--- config.mk ---
export PLATFORM = sky130hd
export DESIGN_NAME = decode_stage
export DESIGN_NICKNAME = d
export VERILOG_FILES = /design/src/rtl/decode_pkg.sv /design/src/rtl/decode_ctrl_comb.sv /design/src/rtl/decode_stage.sv
export SDC_FILE = /design/constraint.sdc
export NUM_CORES = 1
export LEC_CHECK = 0
export BUFFER_PORTS_ARGS = -buffer_cell sky130_fd_sc_hd__buf_4
export CORE_MARGIN = 2
export CORE_UTILIZATION = 41
export CTS_BUF_LIST = sky130_fd_sc_hd__clkbuf_16
export CTS_CLUSTER_DIAMETER = 60
export CTS_CLUSTER_SIZE = 40
export DETAILED_ROUTE_END_ITERATION = 12
export PLACE_DENSITY = 0.68
export SYNTH_ARGS = -nofsm -noshare
export SYNTH_HDL_FRONTEND = slang
export SYNTH_HIERARCHICAL = 1
export SYNTH_SLANG_ARGS = --single-unit
export TNS_END_PERCENT = 30
--- constraint.sdc ---
create_clock -name clk -period 4.8 [get_ports clk]
set_input_delay 0.24 -clock clk [delete_from_list [all_inputs] [get_ports clk]]
set_output_delay 0.24 -clock clk [all_outputs]
set_load 0.005 [all_outputs]
--- src/rtl/decode_pkg.sv ---
// Shared constants and the control bundle for the decode stage.
// DECODE_MEXT_EN adds the muldiv bit to ctrl_t for RV32M decode.
package decode_pkg;

  localparam logic [6:0] OP_PAUSE  = 7'b0001111;
  localparam logic [6:0] OP_IMMALU = 7'b0010011;
  localparam logic [6:0] OP_REGALU = 7'b0110011;
  localparam logic [6:0] OP_LOAD   = 7'b0000011;
  localparam logic [6:0] OP_STORE  = 7'b0100011;
  localparam logic [6:0] OP_JAL    = 7'b1101111;
  localparam logic [6:0] OP_JALR   = 7'b1100111;
  localparam logic [6:0] OP_BRANCH = 7'b1100011;

  localparam logic [2:0] IT_RTYPE = 3'd0;
  localparam logic [2:0] IT_ITYPE = 3'd1;
  localparam logic [2:0] IT_STYPE = 3'd2;
  localparam logic [2:0] IT_BTYPE = 3'd3;
  localparam logic [2:0] IT_JTYPE = 3'd4;

  localparam logic [3:0] ALU_ADD = 4'b0000;
  localparam logic [3:0] ALU_SUB = 4'b1000;

  typedef enum logic [1:0] {
    ST_RUN        = 2'd0,
    ST_PAUSE_WAIT = 2'd1,
    ST_TRAP       = 2'd2
  } state_e;

  typedef struct packed {
    logic       memtoreg;
    logic       memwrite;
    logic       alusrcimm;
    logic       writesreg;
    logic       readsreg;
    logic       jump;
    logic       branch;
    logic       pause;
    logic       illegal;
`ifdef DECODE_MEXT_EN
    logic       muldiv;
`endif
    logic [3:0] aluop;
    logic [2:0] itype;
  } ctrl_t;

endpackage

--- src/rtl/decode_ctrl_comb.sv ---
// Combinational opcode/funct to control-bundle table.
// DECODE_MEXT_EN: REGALU with funct7=0000001 decodes as RV32M.
module decode_ctrl_comb
  import decode_pkg::*;
(
  input  logic [6:0] opcode_i,
  input  logic [2:0] funct3_i,
  input  logic [6:0] funct7_i,
  output ctrl_t      ctrl_o
);

`ifndef DECODE_MEXT_EN
  logic unused_funct7;
  assign unused_funct7 = ^{funct7_i[6], funct7_i[4:0]};
`endif

  always_comb begin
    ctrl_o       = '0;
    ctrl_o.aluop = ALU_ADD;
    ctrl_o.itype = IT_RTYPE;
    case (opcode_i)
      OP_IMMALU: begin
        ctrl_o.writesreg = 1'b1;
        ctrl_o.readsreg  = 1'b1;
        ctrl_o.alusrcimm = 1'b1;
        ctrl_o.itype     = IT_ITYPE;
        // Only shifts-right carry an arithmetic/logical selector in funct7
        ctrl_o.aluop     = (funct3_i == 3'b101) ? {funct7_i[5], 3'b101}
                                                : {1'b0, funct3_i};
      end
      OP_REGALU: begin
        ctrl_o.writesreg = 1'b1;
        ctrl_o.readsreg  = 1'b1;
        ctrl_o.aluop     = {funct7_i[5], funct3_i};
`ifdef DECODE_MEXT_EN
        if (funct7_i == 7'b0000001) begin
          ctrl_o.muldiv = 1'b1;
          ctrl_o.aluop  = {1'b0, funct3_i};
        end
`endif
      end
      OP_LOAD: begin
        ctrl_o.memtoreg  = 1'b1;
        ctrl_o.writesreg = 1'b1;
        ctrl_o.readsreg  = 1'b1;
        ctrl_o.alusrcimm = 1'b1;
        ctrl_o.itype     = IT_ITYPE;
      end
      OP_STORE: begin
        ctrl_o.memwrite  = 1'b1;
        ctrl_o.readsreg  = 1'b1;
        ctrl_o.alusrcimm = 1'b1;
        ctrl_o.itype     = IT_STYPE;
      end
      OP_JAL: begin
        ctrl_o.jump      = 1'b1;
        ctrl_o.writesreg = 1'b1;
        ctrl_o.itype     = IT_JTYPE;
      end
      OP_JALR: begin
        ctrl_o.jump      = 1'b1;
        ctrl_o.writesreg = 1'b1;
        ctrl_o.readsreg  = 1'b1;
        ctrl_o.alusrcimm = 1'b1;
        ctrl_o.itype     = IT_ITYPE;
      end
      OP_BRANCH: begin
        ctrl_o.branch   = 1'b1;
        ctrl_o.readsreg = 1'b1;
        ctrl_o.itype    = IT_BTYPE;
        ctrl_o.aluop    = ALU_SUB;
      end
      OP_PAUSE: ctrl_o.pause = 1'b1;
      default:  ctrl_o.illegal = 1'b1;
    endcase
  end

endmodule

--- src/rtl/decode_stage.sv ---
// Registered decode stage: valid/ready input, output register, pause/trap FSM.
// DECODE_MEXT_EN adds the out_muldiv port.
module decode_stage
  import decode_pkg::*;
#(
  parameter int XLEN         = 32,
  parameter int PAUSE_CYCLES = 4,
  parameter int CNT_W        = 8
) (
  input  logic            clk,
  input  logic            rst_n,
  input  logic            flush,
  input  logic            in_valid,
  output logic            in_ready,
  input  logic [31:0]     in_instr,
  input  logic [XLEN-1:0] in_pc,
  output logic            out_valid,
  input  logic            out_ready,
  output logic [XLEN-1:0] out_pc,
  output logic [4:0]      out_rd,
  output logic [4:0]      out_rs1,
  output logic [4:0]      out_rs2,
  output logic            out_memtoreg,
  output logic            out_memwrite,
  output logic            out_alusrcimm,
  output logic            out_writesreg,
  output logic            out_readsreg,
  output logic            out_jump,
  output logic            out_branch,
  output logic            out_pause,
  output logic            out_illegal,
  output logic [3:0]      out_aluop,
  output logic [2:0]      out_itype,
`ifdef DECODE_MEXT_EN
  output logic            out_muldiv,
`endif
  output logic            busy,
  output logic [1:0]      dbg_state
);

  // Handshake: a transfer happens on any edge where in_valid && in_ready.
  // out_valid holds with stable contents until out_ready; flush overrides both.
  state_e          state_q, state_d;
  logic [CNT_W-1:0] cnt_q, cnt_d;
  logic            valid_q, valid_d;
  ctrl_t           ctrl_q, ctrl_d, ctrl_dec;
  logic [XLEN-1:0] pc_q, pc_d;
  logic [14:0]     regs_q, regs_d;
  logic            accept;

  decode_ctrl_comb u_ctrl (
    .opcode_i (in_instr[6:0]),
    .funct3_i (in_instr[14:12]),
    .funct7_i (in_instr[31:25]),
    .ctrl_o   (ctrl_dec)
  );

  assign in_ready = (state_q == ST_RUN) && !flush && (!valid_q || out_ready);
  assign accept   = in_valid && in_ready;

  always_comb begin
    state_d = state_q;
    cnt_d   = cnt_q;
    valid_d = valid_q;
    ctrl_d  = ctrl_q;
    pc_d    = pc_q;
    regs_d  = regs_q;
    if (flush) begin
      state_d = ST_RUN;
      cnt_d   = '0;
      valid_d = 1'b0;
    end else begin
      if (accept) begin
        valid_d = 1'b1;
        ctrl_d  = ctrl_dec;
        pc_d    = in_pc;
        regs_d  = {in_instr[11:7], in_instr[19:15], in_instr[24:20]};
      end else if (out_ready) begin
        valid_d = 1'b0;
      end
      case (state_q)
        ST_RUN: begin
          if (accept && ctrl_dec.pause) begin
            state_d = ST_PAUSE_WAIT;
            cnt_d   = CNT_W'(PAUSE_CYCLES);
          end else if (accept && ctrl_dec.illegal) begin
            state_d = ST_TRAP;
          end
        end
        ST_PAUSE_WAIT: begin
          // Leave on the edge where the counter reaches zero
          if (cnt_q <= CNT_W'(1)) begin
            state_d = ST_RUN;
            cnt_d   = '0;
          end else begin
            cnt_d = cnt_q - CNT_W'(1);
          end
        end
        ST_TRAP: state_d = ST_TRAP;
        default: state_d = ST_RUN;
      endcase
    end
  end

  always_ff @(posedge clk or negedge rst_n) begin
    if (!rst_n) begin
      state_q      <= ST_RUN;
      cnt_q        <= '0;
      valid_q      <= 1'b0;
      ctrl_q       <= '0;
      pc_q         <= '0;
      regs_q       <= '0;
    end else begin
      state_q      <= state_d;
      cnt_q        <= cnt_d;
      valid_q      <= valid_d;
      ctrl_q       <= ctrl_d;
      pc_q         <= pc_d;
      regs_q       <= regs_d;
    end
  end

  assign out_valid     = valid_q;
  assign out_pc        = pc_q;
  assign out_rd        = regs_q[14:10];
  assign out_rs1       = regs_q[9:5];
  assign out_rs2       = regs_q[4:0];
  assign out_memtoreg  = ctrl_q.memtoreg;
  assign out_memwrite  = ctrl_q.memwrite;
  assign out_alusrcimm = ctrl_q.alusrcimm;
  assign out_writesreg = ctrl_q.writesreg;
  assign out_readsreg  = ctrl_q.readsreg;
  assign out_jump      = ctrl_q.jump;
  assign out_branch    = ctrl_q.branch;
  assign out_pause     = ctrl_q.pause;
  assign out_illegal   = ctrl_q.illegal;
  assign out_aluop     = ctrl_q.aluop;
  assign out_itype     = ctrl_q.itype;
`ifdef DECODE_MEXT_EN
  assign out_muldiv    = ctrl_q.muldiv;
`endif
  assign busy          = (state_q != ST_RUN);
  assign dbg_state     = state_q;

endmodule

=== Word-level counts from Yosys, hierarchy flattened ===
Index checks and enable logic that the tools add are counted.

* $add $sub $neg: 1
* Order comparisons: 1
* Equal/unequal tests: 14
* Multiplexer cells: 24
* Bitwise gates (word level): 1
* Reductions and logical operators: 21

{| class="wikitable"
|+ Operator list
! kind !! count
|-
| two-way mux 8 bit || 3
|-
| == test 7 bit (second input constant) || 3
|-
| one-hot mux 8 bit (2 select lines) || 1
|-
| == test 7 x 6 -> 1 bit (second input constant) || 2
|-
| two-way mux 1 bit || 12
|-
| one-hot mux 3 bit (4 select lines) || 1
|-
| one-hot mux 4 bit (3 select lines) || 1
|-
| less-or-equal comparator 8 x 1 -> 1 bit (second input constant) || 1
|-
| two-way mux 2 bit || 4
|-
| OR reduction 8 bit || 1
|-
| subtractor 8 x 1 -> 8 bit (second input constant) || 1
|-
| == test 7 x 2 -> 1 bit (second input constant) || 1
|-
| == test 7 x 4 -> 1 bit (second input constant) || 1
|-
| == test 7 x 5 -> 1 bit (second input constant) || 1
|-
| one-hot mux 2 bit (3 select lines) || 1
|-
| AND reduction 2 bit || 3
|-
| nonzero test 3 bit || 2
|-
| OR reduction 6 bit || 1
|-
| logical AND 1 bit || 5
|-
| OR reduction 5 bit || 1
|-
| two-way mux 4 bit || 1
|-
| inequality test 4 x 2 -> 1 bit (second input constant) || 1
|-
| OR reduction 4 bit || 1
|-
| == test 3 bit (second input constant) || 1
|-
| 11 further kinds || 12
|}

* Register bits: 74
* Input bits: 69
* Output and inout port bits: 68

=== Depth between registers and ports, before layout ===
* Word-level depth: 9
* Mapped depth: 7
* Depth with buffers taken out: 6

=== Modules after synthesis ===
The synthesis kept the hierarchy.

{| class="wikitable"
|+ By module, submodules not included
! module !! instances !! cells an instance !! area each (sq um) !! sequential area each (sq um)
|-
| decode_stage || 1 || 200 || 3229.3 || 1851.8
|-
| decode_ctrl_comb || 1 || 39 || 281.5 || 0.0
|}

=== Worst setup path before layout ===
Ideal clock, no wire load.

* Path kind: register to register
* Start point: register cnt_q[0]
* End point: register cnt_q[2]
* Arrival: 1.545 ns
* Path slack: 3.173 ns
* Stages on the path, launching flop included: 7
* Period minus slack after synthesis: 1.627 ns
* Path through: dfrtp_1 inv_1 ha_1 or2_1 and3_1 or3_1 a31oi_1

* Longest elaborated chain between the ends: 4
* Elaborated cells on any way between the ends: 5
* Classes of those cells: 1 x add/sub; 1 x order compare; 3 x mux

{| class="wikitable"
|+ RTL lines
! what !! RTL line !! source
|-
| start, declared || decode_stage.sv:44 || <nowiki>logic [CNT_W-1:0] cnt_q, cnt_d;</nowiki>
|-
| start signal, assigned || decode_stage.sv:115 || <nowiki>cnt_q <= cnt_d;</nowiki>
|-
| subtractor 8 x 1 -> 8 bit or less-or-equal comparator 8 x 1 -> 1 bit (tied branches) || decode_stage.sv:96, decode_stage.sv:92 ||
|-
| two-way mux 8 bit * || decode_stage.sv:92 || <nowiki>if (cnt_q <= CNT_W'(1)) begin</nowiki>
|-
| one-hot mux 8 bit (2 select lines) * || decode_stage.sv:81 || <nowiki>case (state_q)</nowiki>
|-
| two-way mux 8 bit * || decode_stage.sv:68 || <nowiki>if (flush) begin</nowiki>
|}

Every way passes the cells marked *; elsewhere a longest branch is shown, timed or not.
A chain may end at the register's enable or synchronous reset.

=== Worst setup path in the final report ===
* Start point: register state_q[1] (netlist: dbg_state[1])
* End point: register pc_q[14] (netlist: out_pc[14])

* Longest elaborated chain between the ends: 5

{| class="wikitable"
|+ RTL lines
! what !! RTL line !! source
|-
| start, declared || decode_stage.sv:43 || <nowiki>state_e state_q, state_d;</nowiki>
|-
| start signal, assigned || decode_stage.sv:114 || <nowiki>state_q <= state_d;</nowiki>
|-
| logical NOT 2 bit || decode_stage.sv:58 || <nowiki>assign in_ready = (state_q == ST_RUN) && !flush && (!valid_q || out_ready);</nowiki>
|-
| logical AND 1 bit (2 in a row) || decode_stage.sv:58 ||
|-
| logical AND 1 bit || decode_stage.sv:59 || <nowiki>assign accept = in_valid && in_ready;</nowiki>
|-
| AND reduction 2 bit (no source line) || - ||
|-
| end signal, assigned || decode_stage.sv:118 || <nowiki>pc_q <= pc_d;</nowiki>
|-
| end, declared || decode_stage.sv:47 || <nowiki>logic [XLEN-1:0] pc_q, pc_d;</nowiki>
|}

Every way passes these cells.

==> impl_metrics.csv <==
group,metric,value,unit
clock_network,postCtsSetupBuffers,0,
sta,relSlewSlack,23.64,%
floorplan,die_h,96.54,um
global_routing,grt_max_degree,75,
worst_setup_path,crit-reg2reg-capture,"out_pc[14]",
route,post_drt_via_cell_ratio,5.010,
route,vias,2400,
floorplan,die_w,96.54,um
pwr,p_sw_share,22.50,%
placed_design,dp.cells,464,
route,antenna_left,0,
pwr,powerDensity,387.7,nW/um^2
run,max-cap-violations,0,
yosys,yosysTopAreaCellShare,52.74,%
cells_and_area,antenna_cells,0,
route,drt_iter0_markers,64,
floorplan,fp-row-count,33,
worst_setup_path,r2r_setup_slack,2520,ps
clock_network,root_buffer,"clkbuf_16",
yosys,ys.flop_type,"dfrtp_1",
sta,max_freq,0.4391,GHz
yosys,muxShareOfSynthArea,24.91,%
pwr,p_comb_share,21.0,%
yosys,synth_edf_count,0,
yosys,syn_inst,239,
run_status,status,"complete, no violations",
yosys,yosys_warnings,6,
cells_and_area,nNetsFinal,441,
sta,whs,47.57,ps
yosys,netlist_area,3511,um^2
pwr,irDropWorstVdd,0.2030,mV
pwr,seqPwrFrac,41.7,%
yosys,synth_nets,310,
clock_network,cts_tree,"done",
yosys,synth_area_leader_cell,"dfrtp_1",
cells_and_area,final_core_util,57.76,%
yosys,yosysSeqAreaShare,52.74,%
pwr,internal_power,1.433,mW
sta,fin_skew,7.073,ps
floorplan,ios,137,
global_routing,antenna_found_initial,0,
clock_network,cts_sinks,74,
floorplan,core_area,8258,um^2
yosys,ys_ff_latch,74,
global_routing,grt.overflow.total,0,
placed_design,io_buffers,130,
clock_network,cts_max_level,3,
yosys,synth.distinct_cells,50,
worst_setup_path,crit_type,"reg2reg",
floorplan,start_util,42.52,%
global_routing,grt_usage,15.52,%
floorplan,dieArea,9319,um^2
yosys,synth_top_family_by_area,"multiplexers",
yosys,synth_xor_area_share,0.2495,%
worst_setup_path,rr_startpoint,"dbg_state[1]",
sta,finalSetupViolations,0,
route,drtPass1Iterations,4,
placed_design,gp_congestion,0.7347,
pwr,switchingPower,0.4160,mW
global_routing,grt_pass1_vias,2352,
clock_network,cts_buffer_depth,2,
yosys,synth_compound_area_share,5.631,%
route,routed_wl,7.319,mm
clock_network,cts_hold_buf,0,
sta,final.min_clock_period,2278,ps
cells_and_area,synthToLayoutAreaGrowth,35.85,%
cells_and_area,final_layout_size_suffix_gt1_share,58.82,%
worst_setup_path,worstPathMaxFanout,65,
cells_and_area,fillCellCount,706,
sta,tightest_slew,1145,ps
worst_setup_path,worstPathRequired,5000,ps
sta,slew_viol_final,0,
worst_setup_path,critPathCaptureType,"flip-flop",
yosys,synth-adder-area-share,0.7128,%
global_routing,grt_pass1_wl,11.15,mm
worst_setup_path,cp_data_arrival_time,2470,ps
yosys,postSynth.asyncResetShare,100.0,%
clock_network,clock_latency,320,ps
clock_network,postCtsResizedCells,0,
yosys,yosys.area_share.simple,10.69,%
yosys,synth_area_leaders,"dfrtp_1 (53%), mux2_4 (20%), mux2_2 (4.8%)",
hold_path,hold_class,"in2async",
sta,rsz0062_at_grt,"false",
yosys,avgSynthCellArea,14.69,um^2
pwr,p_leak,2.337,nW
sta,setup_tns,0,ps
clock_network,path_clk_slew,60,ps
clock_network,numCtsBuffers,9,
sta,finalCritPeriodShare,47.45,%
cells_and_area,instances_no_fill,479,
placed_design,hpwl,5.055,mm
route,wl_per_cell,15.28,um
sta,finalHoldViolCount,0,
worst_setup_path,r2r_cells,3,
worst_setup_path,crit_path_start_kind,"flip-flop",
pwr,clkPwrFrac,37.3,%
route,drc,0,
-- cell usage in the layout, fill, tap and decap left out, types with 2 or more instances in the layout --
cell / netlist / layout
or2_2: 2 / 2
or4_1: 2 / 2
nand3_1: 3 / 3
bufinv_16: 0 / 2
or3_1: 2 / 2
clkinv_1: 0 / 2
inv_1: 5 / 5
nand2b_1: 2 / 2
a31oi_1: 6 / 6
nor4_1: 3 / 3
a21oi_1: 6 / 6
and2b_1: 2 / 2
mux2_4: 47 / 47
o21bai_1: 2 / 2
mux2_2: 15 / 15
or2_1: 3 / 3
nor2_1: 6 / 6
and2_1: 5 / 5
clkbuf_16: 0 / 9
o21ai_1: 3 / 3
buf_4: 1 / 130
ha_1: 2 / 2
dfrtp_1: 74 / 74
nand2_1: 11 / 11
nor3_1: 3 / 3
-- flip-flops by register name (all words and copies together), names as in the netlist --
register	cells
out_illegal	1
out_pc	32
out_aluop	4
out_jump	1
out_writesreg	1
out_memtoreg	1
out_pause	1
out_valid	1
dbg_state	2
out_readsreg	1
out_alusrcimm	1
out_itype	3
out_memwrite	1
regs_q	15
out_branch	1
cnt_q	8
-- synth_stat cells (all sizes together) (4+ instances only) --
cell	instances
dfrtp	74
mux2	62
nand2	12
buf	10
a31oi	7
a21oi	6
inv	6
nor2	6
and2	5
or2	5
nor3	4
o21ai	4
-- power groups by stage --
stage / logic, mW / clock network, mW / registers, mW
6_report: 0.388 / 0.689 / 0.772
5_1_grt: 0.421 / 0.737 / 0.785
4_1_cts: 0.396 / 0.708 / 0.773
3_5_place_dp: 0.395 / 0 / 0.781
3_3_place_gp: 0.387 / 0 / 0.777
2_1_floorplan: 0.172 / 0 / 0.785
-- how the worst max path moves through the flow --
stage                 startpoint          to  cells past startpoint
finish              dbg_state[1]  out_pc[14]                      3
global route        dbg_state[1]  out_pc[14]                      3
global placement    dbg_state[1]   out_pc[2]                      3
CTS                 dbg_state[1]  out_pc[14]                      3
floorplan               cnt_q[0]    cnt_q[2]                      6
detailed placement  dbg_state[1]  out_pc[14]                      3
-- worst max-delay path, cell delays in order (launching register included) --
cell     delay, ps
dfrtp_1        440
nor3_1         260
and3_4        1000
mux2_2         430
-- layer usage --
layer,vias to the layer above,part of all wire [%],track usage [%],wire [um]
li1,1115,-,-,-
met1,1170,43,20.00,3156
met2,104,46,24.65,3368
met3,11,9.8,5.275,715
met4,0,1.1,4.930,79
met5,-,0,0,0
-- layout make-up --
type / instances / area, um^2 / share of cell area [%]
timing repair buffer: 130 / 975.9 / 20.46
multi-input combinational: 149 / 1481 / 31.06
clock inverter: 6 / 81.33 / 1.705
tap: 105 / 131.4 / 2.754
clock buffer: 9 / 225.2 / 4.722
inverter: 6 / 22.52 / 0.4722
sequential: 74 / 1852 / 38.82
-- per-stage QoR --
| stage | setup WS [ps] | power [mW] | cell area [um^2] |
|---|---|---|---|
| after floorplan | 3173 | 0.9577 | 3511 |
| after global placement | 2549 | 1.164 | 4463 |
| after detailed placement | 2508 | 1.176 | 4463 |
| after CTS | 2505 | 1.877 | 4770 |
| after global routing | 2388 | 1.943 | 4770 |
| final | 2522 | 1.849 | 4770 |
-- cell families after synthesis --
family | after synthesis
compound gates | 27
mux | 62
flops | 74
xor+xnor | 1
fa+ha+maj | 2
simple gates | 57
buf+inv | 16
Note: power is estimated with default switching activity, not from simulation.
